$ cat src/rtl/eeprom_cfg_loader_if.sv
// Handshake and page-data bundle between the config loader and the I2C EEPROM reader.
// Latency: none, this is wiring only.
// Backpressure: the reader holds i_eep_busy high; the loader waits before it pulses o_eep_start.
// Ports (loader view): o_eep_start/o_eep_mode/o_eep_dev_addr/o_eep_page_addr out,
//   i_eep_busy/i_eep_done/i_page_b0..i_page_b7 in.
interface eeprom_cfg_loader_if;
   logic       o_eep_start;
   logic       o_eep_mode;
   logic [6:0] o_eep_dev_addr;
   logic [7:0] o_eep_page_addr;
   logic       i_eep_busy;
   logic       i_eep_done;
   logic [7:0] i_page_b0;
   logic [7:0] i_page_b1;
   logic [7:0] i_page_b2;
   logic [7:0] i_page_b3;
   logic [7:0] i_page_b4;
   logic [7:0] i_page_b5;
   logic [7:0] i_page_b6;
   logic [7:0] i_page_b7;

   modport master (
      output o_eep_start, o_eep_mode, o_eep_dev_addr, o_eep_page_addr,
      input  i_eep_busy, i_eep_done,
      input  i_page_b0, i_page_b1, i_page_b2, i_page_b3,
      input  i_page_b4, i_page_b5, i_page_b6, i_page_b7
   );

   modport slave (
      input  o_eep_start, o_eep_mode, o_eep_dev_addr, o_eep_page_addr,
      output i_eep_busy, i_eep_done,
      output i_page_b0, i_page_b1, i_page_b2, i_page_b3,
      output i_page_b4, i_page_b5, i_page_b6, i_page_b7
   );
endinterface

$ cat src/rtl/eeprom_cfg_loader.sv
// Boot-time config sequencer: settle delay, EEPROM page read with timeout and retries, magic/XOR check.
// Latency: first start WAIT_CNT+1 cycles after reset; results publish 2 cycles after the done pulse.
// Backpressure: no start is issued while i_eep_busy is high; i_reload is honoured only in RUN/FAIL.
// Ports: clk, reset_n (sync, active-low), i_reload; eep (master modport) to the EEPROM reader;
//   o_node_id, o_trigger_enable, o_cfg_valid, o_cfg_busy, o_cfg_error, o_retry_cnt to the app top.
module eeprom_cfg_loader #(
   parameter int unsigned WAIT_CNT    = 10000000,
   parameter int unsigned TIMEOUT_CNT = 2000000,
   parameter int unsigned MAX_RETRY   = 3,
   parameter logic [6:0]  DEV_ADDR    = 7'h50,
   parameter logic [7:0]  PAGE_ADDR   = 8'h00,
   parameter logic [7:0]  RX_ID_1     = 8'd2,
   parameter logic [7:0]  RX_ID_2     = 8'd3,
   parameter logic [7:0]  CFG_MAGIC   = 8'hA5
) (
   input  logic                clk,
   input  logic                reset_n,
   input  logic                i_reload,
   eeprom_cfg_loader_if.master eep,
   output logic [7:0]          o_node_id,
   output logic                o_trigger_enable,
   output logic                o_cfg_valid,
   output logic                o_cfg_busy,
   output logic                o_cfg_error,
   output logic [1:0]          o_retry_cnt
);

   localparam int WAIT_W = (WAIT_CNT > 1) ? $clog2(WAIT_CNT) : 1;
   localparam int TO_W   = (TIMEOUT_CNT > 1) ? $clog2(TIMEOUT_CNT) : 1;
   localparam logic [WAIT_W-1:0] WAIT_LAST = WAIT_W'(WAIT_CNT - 1);
   localparam logic [TO_W-1:0]   TO_LAST   = TO_W'(TIMEOUT_CNT - 1);

   typedef enum logic [2:0] {
      S_INIT_WAIT,
      S_REQ,
      S_WAIT_DONE,
      S_CHECK,
      S_RUN,
      S_FAIL
   } state_t;

   state_t              r_state;
   logic [WAIT_W-1:0]   r_wait_cnt;
   logic [TO_W-1:0]     r_to_cnt;
   logic [7:0][7:0]     r_page;
   // One-cycle result stage between CHECK and the published outputs.
   logic                r_chk_pass;
   logic                r_chk_trig;
   logic [7:0]          r_chk_id;

   state_t              w_state;
   logic [WAIT_W-1:0]   w_wait_cnt;
   logic [TO_W-1:0]     w_to_cnt;
   logic [1:0]          w_retry;
   logic                w_start;
   logic                w_cap;
   logic                w_retry_path;
   logic                w_reload;
   logic                w_busy;
   logic                w_fail_entry;
   logic                w_pass;
   logic                w_trig;

   assign eep.o_eep_mode      = 1'b0;
   assign eep.o_eep_dev_addr  = DEV_ADDR;
   assign eep.o_eep_page_addr = PAGE_ADDR;

   assign w_pass = (r_page[1] == CFG_MAGIC) &&
                   (r_page[7] == (r_page[0] ^ r_page[1] ^ r_page[2] ^ r_page[3] ^
                                  r_page[4] ^ r_page[5] ^ r_page[6]));
   assign w_trig = (r_page[0] == RX_ID_1) | (r_page[0] == RX_ID_2) | r_page[2][0];

   always_comb begin
      w_state      = r_state;
      w_wait_cnt   = r_wait_cnt;
      w_to_cnt     = r_to_cnt;
      w_retry      = o_retry_cnt;
      w_start      = 1'b0;
      w_cap        = 1'b0;
      w_retry_path = 1'b0;
      w_reload     = 1'b0;
      case (r_state)
         S_INIT_WAIT: begin
            if (r_wait_cnt == WAIT_LAST) w_state = S_REQ;
            else                         w_wait_cnt = r_wait_cnt + 1'b1;
         end
         S_REQ: begin
            if (!eep.i_eep_busy) begin
               w_start  = 1'b1;
               w_to_cnt = '0;
               w_state  = S_WAIT_DONE;
            end
         end
         S_WAIT_DONE: begin
            // A done overlapping our own start pulse belongs to an earlier request.
            if (eep.i_eep_done && !eep.o_eep_start) begin
               w_cap   = 1'b1;
               w_state = S_CHECK;
            end else if (r_to_cnt == TO_LAST) begin
               w_retry_path = 1'b1;
            end else begin
               w_to_cnt = r_to_cnt + 1'b1;
            end
         end
         S_CHECK: begin
            if (w_pass) w_state = S_RUN;
            else        w_retry_path = 1'b1;
         end
         S_RUN, S_FAIL: begin
            if (i_reload) begin
               w_reload = 1'b1;
               w_retry  = '0;
               w_state  = S_REQ;
            end
         end
         default: w_state = S_INIT_WAIT;
      endcase
      if (w_retry_path) begin
         if ({30'd0, o_retry_cnt} < 32'(MAX_RETRY)) begin
            w_retry = o_retry_cnt + 2'd1;
            w_state = S_REQ;
         end else begin
            w_state = S_FAIL;
         end
      end
   end

   assign w_busy       = (w_state == S_INIT_WAIT) || (w_state == S_REQ) ||
                         (w_state == S_WAIT_DONE) || (w_state == S_CHECK);
   assign w_fail_entry = (w_state == S_FAIL) && (r_state != S_FAIL);

   always_ff @(posedge clk) begin
      if (!reset_n) begin
         r_state          <= S_INIT_WAIT;
         r_wait_cnt       <= '0;
         r_to_cnt         <= '0;
         r_page           <= '0;
         r_chk_pass       <= 1'b0;
         r_chk_trig       <= 1'b0;
         r_chk_id         <= '0;
         eep.o_eep_start  <= 1'b0;
         o_node_id        <= '0;
         o_trigger_enable <= 1'b0;
         o_cfg_valid      <= 1'b0;
         o_cfg_busy       <= 1'b1;
         o_cfg_error      <= 1'b0;
         o_retry_cnt      <= '0;
      end else begin
         r_state         <= w_state;
         r_wait_cnt      <= w_wait_cnt;
         r_to_cnt        <= w_to_cnt;
         o_retry_cnt     <= w_retry;
         eep.o_eep_start <= w_start;
         o_cfg_busy      <= w_busy;
         if (w_cap) begin
            r_page <= {eep.i_page_b7, eep.i_page_b6, eep.i_page_b5, eep.i_page_b4,
                       eep.i_page_b3, eep.i_page_b2, eep.i_page_b1, eep.i_page_b0};
         end
         r_chk_pass <= (r_state == S_CHECK) && w_pass;
         r_chk_trig <= w_trig;
         r_chk_id   <= r_page[0];
         // Node ID is left alone on reload so the app keeps its last good ID until the next verdict.
         if (w_reload) begin
            o_cfg_valid      <= 1'b0;
            o_cfg_error      <= 1'b0;
            o_trigger_enable <= 1'b0;
         end else if (w_fail_entry) begin
            o_cfg_error      <= 1'b1;
            o_cfg_valid      <= 1'b0;
            o_trigger_enable <= 1'b0;
            o_node_id        <= '0;
         end else if (r_chk_pass) begin
            o_cfg_valid      <= 1'b1;
            o_cfg_error      <= 1'b0;
            o_node_id        <= r_chk_id;
            o_trigger_enable <= r_chk_trig;
         end
      end
   end

endmodule

$ cat src/flat_wrapper.sv
// flat-port wrapper written by rule: the top's interface ports become plain ports
module eeprom_cfg_loader_flat 
#(
   parameter int unsigned WAIT_CNT    = 10000000,
   parameter int unsigned TIMEOUT_CNT = 2000000,
   parameter int unsigned MAX_RETRY   = 3,
   parameter logic [6:0]  DEV_ADDR    = 7'h50,
   parameter logic [7:0]  PAGE_ADDR   = 8'h00,
   parameter logic [7:0]  RX_ID_1     = 8'd2,
   parameter logic [7:0]  RX_ID_2     = 8'd3,
   parameter logic [7:0]  CFG_MAGIC   = 8'hA5
)
  (clk, reset_n, i_reload, o_node_id, o_trigger_enable, o_cfg_valid, o_cfg_busy, o_cfg_error, o_retry_cnt, eep_o_eep_start, eep_o_eep_mode, eep_o_eep_dev_addr, eep_o_eep_page_addr, eep_i_eep_busy, eep_i_eep_done, eep_i_page_b0, eep_i_page_b1, eep_i_page_b2, eep_i_page_b3, eep_i_page_b4, eep_i_page_b5, eep_i_page_b6, eep_i_page_b7);
  eeprom_cfg_loader_if eep_i ();
  input  logic clk;
  input  logic reset_n;
  input  logic i_reload;
  output logic [7:0] o_node_id;
  output logic o_trigger_enable;
  output logic o_cfg_valid;
  output logic o_cfg_busy;
  output logic o_cfg_error;
  output logic [1:0] o_retry_cnt;
  output wire logic [$bits(eep_i.o_eep_start)-1:0] eep_o_eep_start;
  output wire logic [$bits(eep_i.o_eep_mode)-1:0] eep_o_eep_mode;
  output wire logic [$bits(eep_i.o_eep_dev_addr)-1:0] eep_o_eep_dev_addr;
  output wire logic [$bits(eep_i.o_eep_page_addr)-1:0] eep_o_eep_page_addr;
  input wire logic [$bits(eep_i.i_eep_busy)-1:0] eep_i_eep_busy;
  input wire logic [$bits(eep_i.i_eep_done)-1:0] eep_i_eep_done;
  input wire logic [$bits(eep_i.i_page_b0)-1:0] eep_i_page_b0;
  input wire logic [$bits(eep_i.i_page_b1)-1:0] eep_i_page_b1;
  input wire logic [$bits(eep_i.i_page_b2)-1:0] eep_i_page_b2;
  input wire logic [$bits(eep_i.i_page_b3)-1:0] eep_i_page_b3;
  input wire logic [$bits(eep_i.i_page_b4)-1:0] eep_i_page_b4;
  input wire logic [$bits(eep_i.i_page_b5)-1:0] eep_i_page_b5;
  input wire logic [$bits(eep_i.i_page_b6)-1:0] eep_i_page_b6;
  input wire logic [$bits(eep_i.i_page_b7)-1:0] eep_i_page_b7;
  assign eep_o_eep_start = eep_i.o_eep_start;
  assign eep_o_eep_mode = eep_i.o_eep_mode;
  assign eep_o_eep_dev_addr = eep_i.o_eep_dev_addr;
  assign eep_o_eep_page_addr = eep_i.o_eep_page_addr;
  assign eep_i.i_eep_busy = eep_i_eep_busy;
  assign eep_i.i_eep_done = eep_i_eep_done;
  assign eep_i.i_page_b0 = eep_i_page_b0;
  assign eep_i.i_page_b1 = eep_i_page_b1;
  assign eep_i.i_page_b2 = eep_i_page_b2;
  assign eep_i.i_page_b3 = eep_i_page_b3;
  assign eep_i.i_page_b4 = eep_i_page_b4;
  assign eep_i.i_page_b5 = eep_i_page_b5;
  assign eep_i.i_page_b6 = eep_i_page_b6;
  assign eep_i.i_page_b7 = eep_i_page_b7;
  eeprom_cfg_loader #(.WAIT_CNT(WAIT_CNT), .TIMEOUT_CNT(TIMEOUT_CNT), .MAX_RETRY(MAX_RETRY), .DEV_ADDR(DEV_ADDR), .PAGE_ADDR(PAGE_ADDR), .RX_ID_1(RX_ID_1), .RX_ID_2(RX_ID_2), .CFG_MAGIC(CFG_MAGIC)) u_core (.clk(clk), .reset_n(reset_n), .i_reload(i_reload), .eep(eep_i), .o_node_id(o_node_id), .o_trigger_enable(o_trigger_enable), .o_cfg_valid(o_cfg_valid), .o_cfg_busy(o_cfg_busy), .o_cfg_error(o_cfg_error), .o_retry_cnt(o_retry_cnt));
endmodule
$ cat config.mk
export PLATFORM = sky130hd
export DESIGN_NAME = eeprom_cfg_loader_flat
export DESIGN_NICKNAME = d
export VERILOG_FILES = /design/src/rtl/eeprom_cfg_loader_if.sv /design/src/rtl/eeprom_cfg_loader.sv /design/src/flat_wrapper.sv
export SDC_FILE = /design/constraint.sdc
export NUM_CORES = 1
export LEC_CHECK = 0
export CAP_MARGIN = 20
export CORE_AREA = 5 5 165 167
export DETAILED_ROUTE_END_ITERATION = 10
export DIE_AREA = 0 0 170 172
export GPL_ROUTABILITY_DRIVEN = 0
export PLACE_DENSITY = 0.43
export SYNTH_ARGS = -nofsm -noshare
export SYNTH_HDL_FRONTEND = slang
export SYNTH_SLANG_ARGS = --single-unit
$ cat constraint.sdc
create_clock -name clk -period 2.3 [get_ports clk]
set_input_delay 0.23 -clock clk [delete_from_list [all_inputs] [get_ports clk]]
set_output_delay 0.23 -clock clk [all_outputs]
set_load 0.01 [all_outputs]
==> impl_metrics.env, run 1 <==
export IMPL_cts_root_buf="clkbuf_16"
export IMPL_insertion_delay_ns=0.42
export IMPL_grt_ovfl_total=0
export IMPL_yosys_top_cells_count="158 x nand2_1, 137 x dfxtp_1, 88 x xnor2_1"
export IMPL_ant_nets=0
export IMPL_cts_tree="yes"
export IMPL_grt_util_met3_pct=3.18
export IMPL_period_share_pct=95.5
export IMPL_io_pins=100
export IMPL_vias=4882
export IMPL_num_fill_cells=2700
export IMPL_cp_max_fo=8
export IMPL_pre_cts_ws_ns=0.0391
export IMPL_hold_path_class="in -> reg"
export IMPL_netlist_area_um2=6320
export IMPL_via_per_inst=4.11
export IMPL_syn_instance_count=738
export IMPL_grt_setup_unrepaired="true"
export IMPL_yosys_warnings=0
export IMPL_drc_errors=0
export IMPL_arrival_ns=2.50
export IMPL_async_flop_share_pct=0
export IMPL_diodes=0
export IMPL_ys_flop_type="dfxtp_1"
export IMPL_fin_util_pct=32.6
export IMPL_ir_worst_vdd_v=0.000376
export IMPL_start_util_pct=24.7
export IMPL_routed_wl_um=15200
export IMPL_yosys_area_share_simple_pct=24.7
export IMPL_synth_xor_area_share_pct=12.9
export IMPL_synth_top_area_cell="dfxtp_1"
export IMPL_cts_setup_buffers=0
export IMPL_maxCapViolCount=0
export IMPL_grt_use_met1_pct=14.1
export IMPL_clock_sinks=137
export IMPL_fmax_mhz=455
export IMPL_cts_buffers=17
export IMPL_synth_fa_ha_area_share_pct=0.594
export IMPL_nets=913
export IMPL_yosysMostFrequentCell="nand2_1"
export IMPL_dr_pass1_iters=4
export IMPL_post_dp_hpwl_um=11000
export IMPL_detail_route_wl_per_cell_um=12.8
export IMPL_synth_top_area_share_pct=43.4
export IMPL_crit_required_ns=2.60
export IMPL_p_leak_nw=2.82
export IMPL_use_met2_pct=16.6
export IMPL_status="complete, no violations"
export IMPL_dieArea_um2=29200
export IMPL_yosys_mux_area_fraction_pct=1.13
export IMPL_dieWidth_um=170
export IMPL_crit_type="reg -> reg"
export IMPL_synth_area_leaders="dfxtp_1 43%, xnor2_1 12%, nand2_1 9.4%"
export IMPL_synth_compound_area_share_pct=11.9
export IMPL_top_usage_layer="met2"
export IMPL_grt_use_total_pct=10.6
export IMPL_clkSlewWorstSetupHoldPaths_ns=0.06
export IMPL_port_buffers=83
export IMPL_yosysUniqueCellTypes=50
export IMPL_multiInputGateArea_um2=3350
export IMPL_area_delta_synth_final_pct=32.2
export IMPL_worstMarginPinSlew_ns=0.700
export IMPL_grt_pass1_wl_um=24900
export IMPL_fp_dieH_um=172
export IMPL_synth_edf_count=0
export IMPL_grt_pass1_vias=4828
export IMPL_ctsResizeCount=0
export IMPL_drt_iter0_drc=222
export IMPL_synth_top_family_by_area="simple AND/OR/NAND/NOR gates"
export IMPL_postCtsHoldBufs=0
export IMPL_drive_gt1_share_pct=10.7
export IMPL_setup_ws_ns=0.102
export IMPL_hold_viol_final=0
export IMPL_setup_violations_final=0
export IMPL_cp_end_kind="flop"
export IMPL_fin_skew_ns=0.0134
export IMPL_synth_ff_latch_count=137
export IMPL_grt_max_degree=66
export IMPL_slew_viol_final=0
export IMPL_ctsLongestPathBuffers=2
export IMPL_rows=59
export IMPL_htreeDepth=4
export IMPL_avgSynthCellArea_um2=8.56
export IMPL_grt_antenna_before_repair=1
export IMPL_max_slew_margin_pct=53.3
export IMPL_regArea_um2=2740
export IMPL_start_kind="flop"
export IMPL_power_density_nw_per_um2=633
export IMPL_ys_seq_area_share_pct=43.4
export IMPL_core_um2=25600
export IMPL_period_minus_slack_ns=2.20
export IMPL_r2r_slack_ns=0.10
-- cells by family after synthesis --
group                    Yosys count
XOR/XNOR                          93
flip-flops                       137
AND/OR/NAND/NOR                  324
AO/OA/AOI/OAI                    101
buffers and inverters             71
other                              2
multiplexers                       7
adder cells (fa/ha/maj)            3
-- routing by layer --
metal	part of all wire, %	vias up
li1	-	2616
met1	50	2170
met2	45	80
met3	4.0	14
met4	1.1	2
met5	0.073	-
-- flip-flops by register name (all words and copies together) (netlist names), 2 cells and up --
name	flops
u_core.o_node_id	8
u_core.o_retry_cnt	2
u_core.r_chk_id	8
u_core.r_page	64
u_core.r_state	3
u_core.r_to_cnt	21
u_core.r_wait_cnt	24
-- critical path: stages, from the launching register on --
cell and delay [ns]:
dfxtp_1 0.35, ha_2 0.19, nor4bb_4 0.20, buf_4 0.16, nand2_1 0.04, or4_4 0.44
nor2_4 0.12, a32oi_2 0.14, a32oi_2 0.20, buf_6 0.16, o22ai_1 0.08
-- placed cells by master (no fill, tap or decap), types with 17 or more instances in the layout --
master           count
clkbuf_16           17
xnor2_1             87
nand2_1            156
buf_4               36
a21boi_0            65
nor2_1              30
nand3_1             21
dfxtp_1            137
and2_1              35
clkdlybuf4s50_1     82
-- metrics by stage --
stage / area [µm²] / instances / hold WS, ns / total power [mW] / TNS (ns)
floorplan: 6370 / 752 / 0.375 / 2.52 / 0
global placement: 7740 / 1157 / 0.460 / 2.65 / -0.420
detailed placement: 7740 / 1157 / 0.462 / 2.65 / 0
CTS: 8310 / 1188 / 0.176 / 5.37 / 0
global route: 8350 / 1188 / 0.203 / 5.49 / -0.125
finish: 8350 / 1188 / 0.192 / 5.28 / 0
-- power by group --
group	internal (mW)	switching, mW	leakage, nW
registers	2.38	0.00503	1.10
clock network	1.60	1.09	0.277
logic	0.134	0.0790	1.44
-- worst paths after layout --
path / end / startpoint / depth (start not counted)
worst max-delay path: u_core.o_node_id[2]$_SDFFE_PN0P_ / u_core.r_to_cnt[1]$_SDFFE_PN0P_ / 10
worst min-delay path: u_core.r_state[1]$_SDFF_PN0_ / reset_n / 3
worst min register to register: u_core.o_node_id[6]$_SDFFE_PN0P_ / u_core.o_node_id[6]$_SDFFE_PN0P_ / 2
worst max register to register: u_core.o_node_id[2]$_SDFFE_PN0P_ / u_core.r_to_cnt[1]$_SDFFE_PN0P_ / 10
-- area by class of cell --
type	instances	area share, %
Clock inverter	13	1.75
Multi-Input combinational cell	544	40.1
Clock buffer	18	5.14
Sequential cell	137	32.8
Inverter	16	0.719
Tap cell	335	5.02
Timing Repair Buffer	125	14.5
No activity file was read; power rests on OpenSTA's default activity.
==> run 2, diff against run 1 <==
--- a/config.mk
+++ b/config.mk
@@ -10,7 +10,7 @@
 export DETAILED_ROUTE_END_ITERATION = 10
 export DIE_AREA = 0 0 170 172
 export GPL_ROUTABILITY_DRIVEN = 0
-export PLACE_DENSITY = 0.43
+export PLACE_DENSITY = 0.41
 export SYNTH_ARGS = -nofsm -noshare
 export SYNTH_HDL_FRONTEND = slang
 export SYNTH_SLANG_ARGS = --single-unit
==> constraint.sdc (replaced) <==
create_clock -name clk -period 2.2 [get_ports clk]
set_input_delay 0.22 -clock clk [delete_from_list [all_inputs] [get_ports clk]]
set_output_delay 0.22 -clock clk [all_outputs]
set_load 0.01 [all_outputs]
==> run 2 against run 1 <==
First-iteration DRC count down 21%. Cell area up 2.8%. Register-to-register slack worse by 0.04 ns. Worst hold slack better by 0.11 ns. Combinational power up 5%. Critical endpoint is now u_core.o_node_id[0]$_SDFFE_PN0P_. Largest power group unchanged. Sequential power up 5%. Critical path type unchanged. Critical path depth down 1. Cell count up 1.9%. Wire length up 2.8%.
==> impl_metrics.env, run 2 (synthesis gave the netlist of run 1 again) <==
export IMPL_status="complete, no violations"
export IMPL_r2r_start="u_core.r_to_cnt[1]$_SDFFE_PN0P_"
export IMPL_reg_top3="u_core.r_page x64, u_core.r_wait_cnt x24, u_core.r_to_cnt x21"
export IMPL_ir_worst_vdd_v=0.000344
export IMPL_hold_path_class="in -> reg"
export IMPL_routed_wl_um=15600
export IMPL_fin_skew_ns=0.0122
export IMPL_p_comb_share_pct=4.1
export IMPL_power_density_nw_per_um2=640
export IMPL_dr_pass1_iters=4
export IMPL_p_int_mw=4.14
export IMPL_cp_end_kind="flop"
export IMPL_cp_slowest_cell="or4_4"
export IMPL_postCtsHoldBufs=0
export IMPL_p_leak_nw=2.95
export IMPL_final_cell_area_um2=8590
export IMPL_clock_sinks=137
export IMPL_rr_endpoint="u_core.o_node_id[0]$_SDFFE_PN0P_"
export IMPL_post_dp_hpwl_um=11300
export IMPL_core_um2=25600
export IMPL_seqPwrFrac_pct=45.3
export IMPL_min_to="u_core.o_cfg_busy$_SDFF_PN1_"
export IMPL_ctsLongestPathBuffers=2
export IMPL_grt_ovfl_total=0
export IMPL_cts_root_buf="clkbuf_16"
export IMPL_ant_nets=0
export IMPL_via_per_inst=4.12
export IMPL_grt_setup_unrepaired="true"
export IMPL_dieWidth_um=170
export IMPL_grt_antenna_before_repair=0
export IMPL_dieArea_um2=29200
export IMPL_fp_dieH_um=172
export IMPL_drc_errors=0
export IMPL_start_kind="flop"
export IMPL_drive_gt1_share_pct=14.6
export IMPL_crit_type="reg -> reg"
export IMPL_grt_pass1_vias=5015
export IMPL_insertion_delay_ns=0.42
export IMPL_diodes=0
export IMPL_final_cell_mix="157 x nand2_1, 134 x dfxtp_1, 85 x xnor2_1"
export IMPL_largest_reg_flops=64
export IMPL_fmax_mhz=468
export IMPL_power_share_clock_pct=50.7
export IMPL_io_pins=100
export IMPL_grt_pass1_wl_um=25200
export IMPL_htreeDepth=4
export IMPL_r2r_slack_ns=0.06
export IMPL_setup_ws_ns=0.0628
export IMPL_pre_cts_ws_ns=-0.0861
export IMPL_detail_route_wl_per_cell_um=12.9
export IMPL_port_buffers=83
export IMPL_crit_required_ns=2.50
export IMPL_arrival_ns=2.44
export IMPL_path_cells="ha_4, nor4bb_4, nand2_1, or4_4, nor2_4, a32oi_2, a32oi_2, buf_6, o22ai_1"
export IMPL_rows=59
export IMPL_period_share_pct=97.1
export IMPL_drt_iter0_drc=176
export IMPL_cts_tree="yes"
export IMPL_critical_path_startpoint="u_core.r_to_cnt[1]$_SDFFE_PN0P_"
export IMPL_ff2ff_path_depth=9
export IMPL_swShare_pct=24.7
export IMPL_min_delay_path_depth=3
export IMPL_grt_use_total_pct=10.8
export IMPL_vias=4990
export IMPL_cp_max_fo=8
export IMPL_clkSlewWorstSetupHoldPaths_ns=0.07
export IMPL_critPathMostFrequentCell="a32oi_2"
export IMPL_hold_viol_final=0
export IMPL_nets=934
export IMPL_setup_violations_final=0
export IMPL_slew_viol_final=0
export IMPL_placed_cell_area_um2=7860
export IMPL_largest_register="u_core.r_page"
export IMPL_num_fill_cells=2683
export IMPL_min_from="reset_n"
export IMPL_maxCapViolCount=0
export IMPL_area_delta_synth_final_pct=35.9
export IMPL_grt_max_degree=66
export IMPL_cts_buffers=17
export IMPL_p_sw_mw=1.36
export IMPL_start_util_pct=24.7
export IMPL_period_minus_slack_ns=2.14
export IMPL_final_common_cell="nand2_1"
export IMPL_cpPeakStageDelay_ns=0.57
## run 2: how the worst max path moves through the flow
stage,slack [ns],end
2_1_floorplan,0.02,u_core.o_node_id[0]$_SDFFE_PN0P_
3_3_place_gp,-0.02,u_core.o_node_id[0]$_SDFFE_PN0P_
3_5_place_dp,-0.09,u_core.o_node_id[0]$_SDFFE_PN0P_
4_1_cts,0.0003,u_core.r_wait_cnt[22]$_SDFFE_PN0P_
5_1_grt,-0.02,u_core.o_node_id[3]$_SDFFE_PN0P_
6_report,0.06,u_core.o_node_id[0]$_SDFFE_PN0P_
## run 2: worst max-delay path, delay by kind of cell (launching register included)
| family | cells | cell delay [ns] |
|---|---|---|
| and+or+nand+nor | 4 | 0.97 |
| DFF | 1 | 0.35 |
| buffers and inverters | 1 | 0.15 |
| adders and majority gates | 1 | 0.13 |
| AOI/OAI and AO/OA | 3 | 0.41 |
## run 2: routing by layer
layer | vias up | global-route usage (%) | wire length [µm]
li1 | 2664 | - | -
met4 | 0 | 3.13 | 118
met5 | - | 0 | 0
met2 | 76 | 17.5 | 7150
met3 | 7 | 2.99 | 600
met1 | 2243 | 14.2 | 7710
## run 2: timing repair
action / CTS / global route
gates cloned: 0 / 0
endpoints found under the setup margin: 11 / 36
resized for setup: 4 / 22
buffers inserted: 1 / 2
pin swaps: 1 / 10
## run 2: final cells by class
cell class / instances / area, µm² / area share (%)
clock inverter: 15 / 158 / 1.84
multi-input combinational: 544 / 3430 / 40.0
inverter: 16 / 60.1 / 0.700
timing repair buffer: 146 / 1340 / 15.7
tap: 335 / 419 / 4.88
clock buffer: 17 / 425 / 4.95
sequential: 137 / 2750 / 32.0
## run 2: power groups by stage
stage / clock network, mW / logic, mW / registers (mW)
detailed placement: 0 / 0.225 / 2.55
global route: 3.00 / 0.243 / 2.49
finish: 2.79 / 0.224 / 2.49
floorplan: 0 / 0.0938 / 2.54
global placement: 0 / 0.227 / 2.55
CTS: 2.88 / 0.227 / 2.49
## run 2: through the flow
step / power, mW / cells / hold slack (ns) / TNS, ns / util [%]
floorplan: 2.64 / 752 / 0.365 / 0 / -
global placement: 2.77 / 1175 / 0.466 / -0.0926 / 30.7
detailed placement: 2.77 / 1175 / 0.468 / -0.582 / 30.7
CTS: 5.60 / 1208 / 0.290 / 0 / 33.1
global route: 5.73 / 1210 / 0.296 / -0.0925 / 33.5
finish: 5.50 / 1210 / 0.304 / 0 / 33.5
==> run 3, diff against run 2 <==
--- a/config.mk
+++ b/config.mk
@@ -10,6 +10,7 @@
 export DETAILED_ROUTE_END_ITERATION = 10
 export DIE_AREA = 0 0 170 172
 export GPL_ROUTABILITY_DRIVEN = 0
+export HOLD_SLACK_MARGIN = 0.15
 export PLACE_DENSITY = 0.41
 export SYNTH_ARGS = -nofsm -noshare
 export SYNTH_HDL_FRONTEND = slang
==> results of run 3 <==
No change in the layout: final DEF, timing and power equal those of run 2.
